File: config.mk
export PLATFORM = sky130hd
export DESIGN_NAME = mem_wb_stage
export DESIGN_NICKNAME = d
export VERILOG_FILES = /design/src/rtl/mem_wb_stage.sv
export SDC_FILE = /design/constraint.sdc
export NUM_CORES = 1
export LEC_CHECK = 0
export CAP_MARGIN = 25
export CORE_MARGIN = 1
export CORE_UTILIZATION = 46
export CTS_BUF_LIST = sky130_fd_sc_hd__clkbuf_16
export DETAILED_ROUTE_END_ITERATION = 10
export GPL_TIMING_DRIVEN = 0
export PLACE_DENSITY = 0.95
export SLEW_MARGIN = 10
export SYNTH_ARGS = -nofsm -noshare
export SYNTH_HDL_FRONTEND = slang
export SYNTH_SLANG_ARGS = --single-unit
export TNS_END_PERCENT = 10
File: constraint.sdc
create_clock -name clk -period 8.2 [get_ports clk]
set_clock_uncertainty 0.05 [all_clocks]
set_input_delay 1.64 -clock clk [delete_from_list [all_inputs] [get_ports clk]]
set_output_delay 1.64 -clock clk [all_outputs]
set_load 0.02 [all_outputs]
File: src/rtl/mem_wb_stage.sv
// Memory/writeback pipeline stage: issues one data-memory request per load/store,
// stalls upstream until ack or timeout, and registers the writeback result.
module mem_wb_stage #(
  parameter int unsigned TIMEOUT = 16
) (
  input  logic        clk,
  input  logic        reset,
  input  logic        PCSrcM,
  input  logic        RegWriteM,
  input  logic        MemtoRegM,
  input  logic        MemWriteM,
  input  logic [3:0]  RdM,
  input  logic [31:0] ALUResultM,
  input  logic [31:0] WriteDataM,
  input  logic        err_clr,
  input  logic        mem_ack,
  input  logic [31:0] mem_rdata,
  output logic        mem_req,
  output logic        mem_we,
  output logic [31:0] mem_addr,
  output logic [31:0] mem_wdata,
  output logic        StallM,
  output logic        PCSrcW,
  output logic        RegWriteW,
  output logic [3:0]  RdW,
  output logic [31:0] ResultW,
  output logic [1:0]  err_status
);

  typedef enum logic {S_IDLE, S_WAIT} state_t;

  localparam logic [7:0] CNT_LAST = 8'(TIMEOUT - 1);

  state_t     state;
  logic [7:0] cnt;

  logic memop, aligned, start, misalign, timeout, retire;
  logic in_idle, in_wait;

  always_comb begin
    in_idle  = (state == S_IDLE);
    in_wait  = (state == S_WAIT);
    memop    = MemtoRegM | MemWriteM;
    aligned  = (ALUResultM[1:0] == 2'b00);
    start    = in_idle & memop & aligned;
    misalign = in_idle & memop & ~aligned;
    // ack on the final count beats the timeout
    timeout  = in_wait & ~mem_ack & (cnt == CNT_LAST);
    StallM   = start | (in_wait & ~mem_ack & ~timeout);
    retire   = ~StallM & ~misalign & ~timeout;
  end

  always_ff @(posedge clk or posedge reset) begin
    if (reset) begin
      state      <= S_IDLE;
      cnt        <= '0;
      mem_req    <= 1'b0;
      mem_we     <= 1'b0;
      mem_addr   <= '0;
      mem_wdata  <= '0;
      PCSrcW     <= 1'b0;
      RegWriteW  <= 1'b0;
      RdW        <= '0;
      ResultW    <= '0;
      err_status <= '0;
    end else begin
      case (state)
        S_IDLE: begin
          if (start) begin
            mem_addr  <= ALUResultM;
            mem_wdata <= WriteDataM;
            mem_we    <= MemWriteM;
            mem_req   <= 1'b1;
            cnt       <= '0;
            state     <= S_WAIT;
          end
        end
        S_WAIT: begin
          if (mem_ack || timeout) begin
            mem_req <= 1'b0;
            mem_we  <= 1'b0;
            state   <= S_IDLE;
          end else begin
            cnt <= cnt + 8'd1;
          end
        end
        default: state <= S_IDLE;
      endcase

      if (retire) begin
        RegWriteW <= RegWriteM;
        PCSrcW    <= PCSrcM;
        RdW       <= RdM;
        ResultW   <= MemtoRegM ? mem_rdata : ALUResultM;
      end else begin
        RegWriteW <= 1'b0;
        PCSrcW    <= 1'b0;
      end

      // set beats clear on a per-bit basis
      err_status <= (err_status & ~{2{err_clr}}) | {timeout, misalign};
    end
  end

endmodule

==> impl_metrics.sql <==
INSERT INTO impl_metrics (metric_group, metric, value, unit) VALUES
('run_status', 'run_status', 'completed', ''),
('logic_synthesis', 'synth_cells', '321', ''),
('placement', 'finalWeightedCongestion', '0.763', ''),
('global_route', 'antenna_found_initial', '0', ''),
('worst_setup_path', 'cp-startpoint', 'mem_ack', ''),
('global_route', 'groute.usage.overall', '0.250', ''),
('floorplan', 'start_util', '0.480', ''),
('timing', 'finalCriticalPeriod', '5.09', 'ns'),
('routing', 'routed_wl', '13.4', 'mm'),
('power_and_ir_drop', 'comb_power_share', '0.321', ''),
('routing', 'avgRoutedWirePerCell', '19.1', 'µm'),
('logic_synthesis', 'synth-adder-area-share', '0.00250', ''),
('worst_setup_path', 'critical_path_peak_fanout', '6', ''),
('routing', 'drc', '0', ''),
('floorplan', 'fp.dieH', '106', 'µm'),
('finish', 'layout-area-overhead-vs-synth', '58.1', '%'),
('timing', 'rsz0062_at_grt', 'false', ''),
('timing', 'timing_worst_slew_pin_value', '0.541', 'ns'),
('placement', 'placed_cells', '671', ''),
('timing', 'highest_attainable_clock_frequency', '0.197', 'GHz'),
('timing', 'timing.final.hold_violations', '0', ''),
('cts', 'cts.hold.buffers_added', '0', ''),
('finish', 'post_route_cells_drive_above_1_share', '0.318', ''),
('cts', 'post-cts-setup-buffers', '0', ''),
('min_path', 'timing.hold.worst.start', 'mem_wdata[16]$_DFFE_PP0P_', ''),
('cts', 'cts_sinks', '115', ''),
('logic_synthesis', 'syn_avg_cell_area', '15.6', 'µm²'),
('logic_synthesis', 'dominant_combinational_cell_family_by_area_after_synthesis', 'multiplexers', ''),
('power_and_ir_drop', 'power.density_cell_area', '277', 'nW/µm²'),
('finish', 'antenna-diode-count', '0', ''),
('cts', 'tritoncts', 'built', ''),
('floorplan', 'ios', '215', ''),
('placement', 'place.port_buffers', '213', ''),
('timing', 'final.hold.worst_slack', '0.453', 'ns'),
('cts', 'clkLatencyLatePin', '0.40', 'ns'),
('min_path', 'holdCritPathClass', 'reg -> reg', ''),
('global_route', 'grt_pass1_wl', '21.2', 'mm'),
('finish', 'stdcell_count', '702', ''),
('worst_setup_path', 'data_required_critical_path', '6.51', 'ns'),
('timing', 'timing.final.max_slew_violations', '0', ''),
('cts', 'clock_tree.buffer_depth', '2', ''),
('worst_setup_path', 'critPathCaptureType', 'primary output', ''),
('global_route', 'largest_net_degree_at_the_start_of_global_routing', '59', ''),
('timing', 'setup-tns-final', '0', 'ns'),
('global_route', 'global_route.overflow_total', '0', ''),
('timing', 'setup_viol', '0', ''),
('power_and_ir_drop', 'internal_power_consumption', '0.00155', 'W'),
('logic_synthesis', 'flip_flop_and_latch_count_after_synthesis', '115', ''),
('floorplan', 'die_area', '11300', 'µm²'),
('logic_synthesis', 'synth_seq_area_share', '0.575', ''),
('logic_synthesis', 'simple_gate_area_share_of_the_yosys_netlist', '0.0393', ''),
('worst_setup_path', 'setup.worst_path.start_class', 'input port', ''),
('logic_synthesis', 'synth_area_in_compound_gates', '0.0368', ''),
('cts', 'cts_resized', '0', ''),
('worst_setup_path', 'worstReg2RegStart', 'in_wait$_DFF_PP0_', ''),
('cts', 'cts.root.buffer_cell', 'sky130_fd_sc_hd__clkbuf_16', ''),
('logic_synthesis', 'net_count_after_synthesis', '430', ''),
('floorplan', 'num_rows', '37', ''),
('floorplan', 'die_width', '106', 'µm'),
('floorplan', 'core_area', '10400', 'µm²'),
('routing', 'starting_drt_drc_count', '123', ''),
('cts', 'cts_buffers', '17', ''),
('routing', 'dr.pass1.iters', '4', ''),
('logic_synthesis', 'post_synth_xor_area_fraction', '0', ''),
('power_and_ir_drop', 'ir_drop_worst_case_vdd', '0.000182', 'V'),
('placement', 'detailedPlacementHpwl', '9.56', 'mm'),
('power_and_ir_drop', 'netSwitchingPower', '0.000641', 'W'),
('job', 'drv_cap', '0', ''),
('routing', 'num_vias', '3616', ''),
('logic_synthesis', 'yosysUniqueCellTypes', '40', ''),
('routing', 'ant_nets', '0', '');
[registers in the layout, indices dropped and copies added (netlist names)]
signal	count
ResultW	32
mem_addr	32
mem_wdata	32
mem_we	1
mem_req	1
in_wait	1
cnt	8
PCSrcW	1
RegWriteW	1
RdW	4
err_status	2
[Yosys cell counts, drive strengths merged]
cell type | number | share of area
o31ai | 1 | 0.0015
a2bb2oi | 1 | 0.0018
ha | 1 | 0.0025
nor2b | 5 | 0.0063
a211oi | 1 | 0.0015
a22oi | 1 | 0.0015
or3 | 2 | 0.0025
or4 | 3 | 0.0052
o32ai | 1 | 0.0018
o2111ai | 1 | 0.0030
mux2i | 3 | 0.0060
nand4 | 1 | 0.0025
nor2 | 2 | 0.0047
a21oi | 6 | 0.0067
nand4b | 1 | 0.0018
nand3b | 1 | 0.0015
nand2 | 2 | 0.0015
o21bai | 2 | 0.0053
mux2 | 130 | 0.31
nand3 | 1 | 0.0035
or2 | 1 | 0.0013
dfrtp | 115 | 0.58
o21ai | 9 | 0.011
nor3 | 2 | 0.0030
o22ai | 2 | 0.0025
and2 | 1 | 0.0013
nand2b | 1 | 0.0013
nor4 | 1 | 0.0013
or3b | 1 | 0.0018
buf | 17 | 0.031
inv | 5 | 0.0038
[worst max-delay path, cell delays in order]
cell and delay [ns]:
sky130_fd_sc_hd__clkdlybuf4s50_1 0.50, sky130_fd_sc_hd__nor2b_1 0.37, sky130_fd_sc_hd__o21ai_4 0.13, sky130_fd_sc_hd__o21ai_0 0.10, sky130_fd_sc_hd__clkdlybuf4s50_1 0.65
[area by class of cell]
class	instances	area (µm²)
flip-flops and latches	115	2880
fillers	631	2500
repair buffers	214	2160
multi-input cells	184	1950
clock buffers	17	425
well taps	136	170
plain buffers	17	154
clock inverters	14	146
inverters	5	23.8
[metal layers]
layer / vias to the layer above / track usage / wire (µm)
li1: 1621 / - / -
met1: 1817 / 0.266 / 4930
met2: 156 / 0.448 / 7180
met3: 22 / 0.0938 / 1070
met4: 0 / 0.0933 / 217
met5: - / 0 / 0
[placed cells by master, fill, tap and decap left out, types with 4 or more instances in the layout]
cell type,netlist,layout
sky130_fd_sc_hd__mux2_1,5,5
sky130_fd_sc_hd__dfrtp_1,115,115
sky130_fd_sc_hd__clkbuf_16,0,17
sky130_fd_sc_hd__clkdlybuf4s50_1,0,213
sky130_fd_sc_hd__mux2_4,18,18
sky130_fd_sc_hd__mux2_2,107,107
sky130_fd_sc_hd__clkinv_1,0,4
sky130_fd_sc_hd__a21oi_1,5,5
sky130_fd_sc_hd__inv_1,5,5
sky130_fd_sc_hd__o21ai_0,8,8
sky130_fd_sc_hd__buf_2,6,6
sky130_fd_sc_hd__nor2b_1,5,5
sky130_fd_sc_hd__buf_6,11,11
[per-stage QoR]
step	power [W]	utilization	setup WS [ns]	area (µm²)
floorplan	0.00112	-	3.47	5000
global placement	0.00146	0.702	1.97	7310
detailed placement	0.00148	0.705	3.13	7340
CTS	0.00221	0.760	3.11	7910
global route	0.00228	0.760	3.06	7910
finish	0.00220	0.760	3.11	7910
[power by group through the flow]
stage | clock, W | combinational [W] | sequential [W]
final | 0.000718 | 0.000704 | 0.000774
after CTS | 0.000725 | 0.000711 | 0.000774
after global placement | 0 | 0.000689 | 0.000769
after detailed placement | 0 | 0.000705 | 0.000779
after floorplan | 0 | 0.000195 | 0.000925
after global routing | 0.000757 | 0.000738 | 0.000789
[path summary, 6_finish.rpt]
| check | endpoint | slack [ns] | cells after the start |
|---|---|---|---|
| worst max-delay path | StallM | 3.11 | 5 |
| worst min-delay path | mem_wdata[16]$_DFFE_PP0P_ | 0.45 | 1 |
| worst max register to register | mem_addr[7]$_DFFE_PP0P_ | 6.47 | 5 |
| worst min register to register | mem_wdata[16]$_DFFE_PP0P_ | 0.45 | 1 |
| max in group asynchronous | mem_wdata[31]$_DFFE_PP0P_ | 5.80 | 3 |
| min in group asynchronous | mem_addr[30]$_DFFE_PP0P_ | 1.62 | 2 |
[cell families after synthesis]
kind of cell | after synthesis
compound gates | 25
fa+ha+maj | 1
flops | 115
simple gates | 25
mux | 133
buf+inv | 22
(Power assumes the default switching activity.)
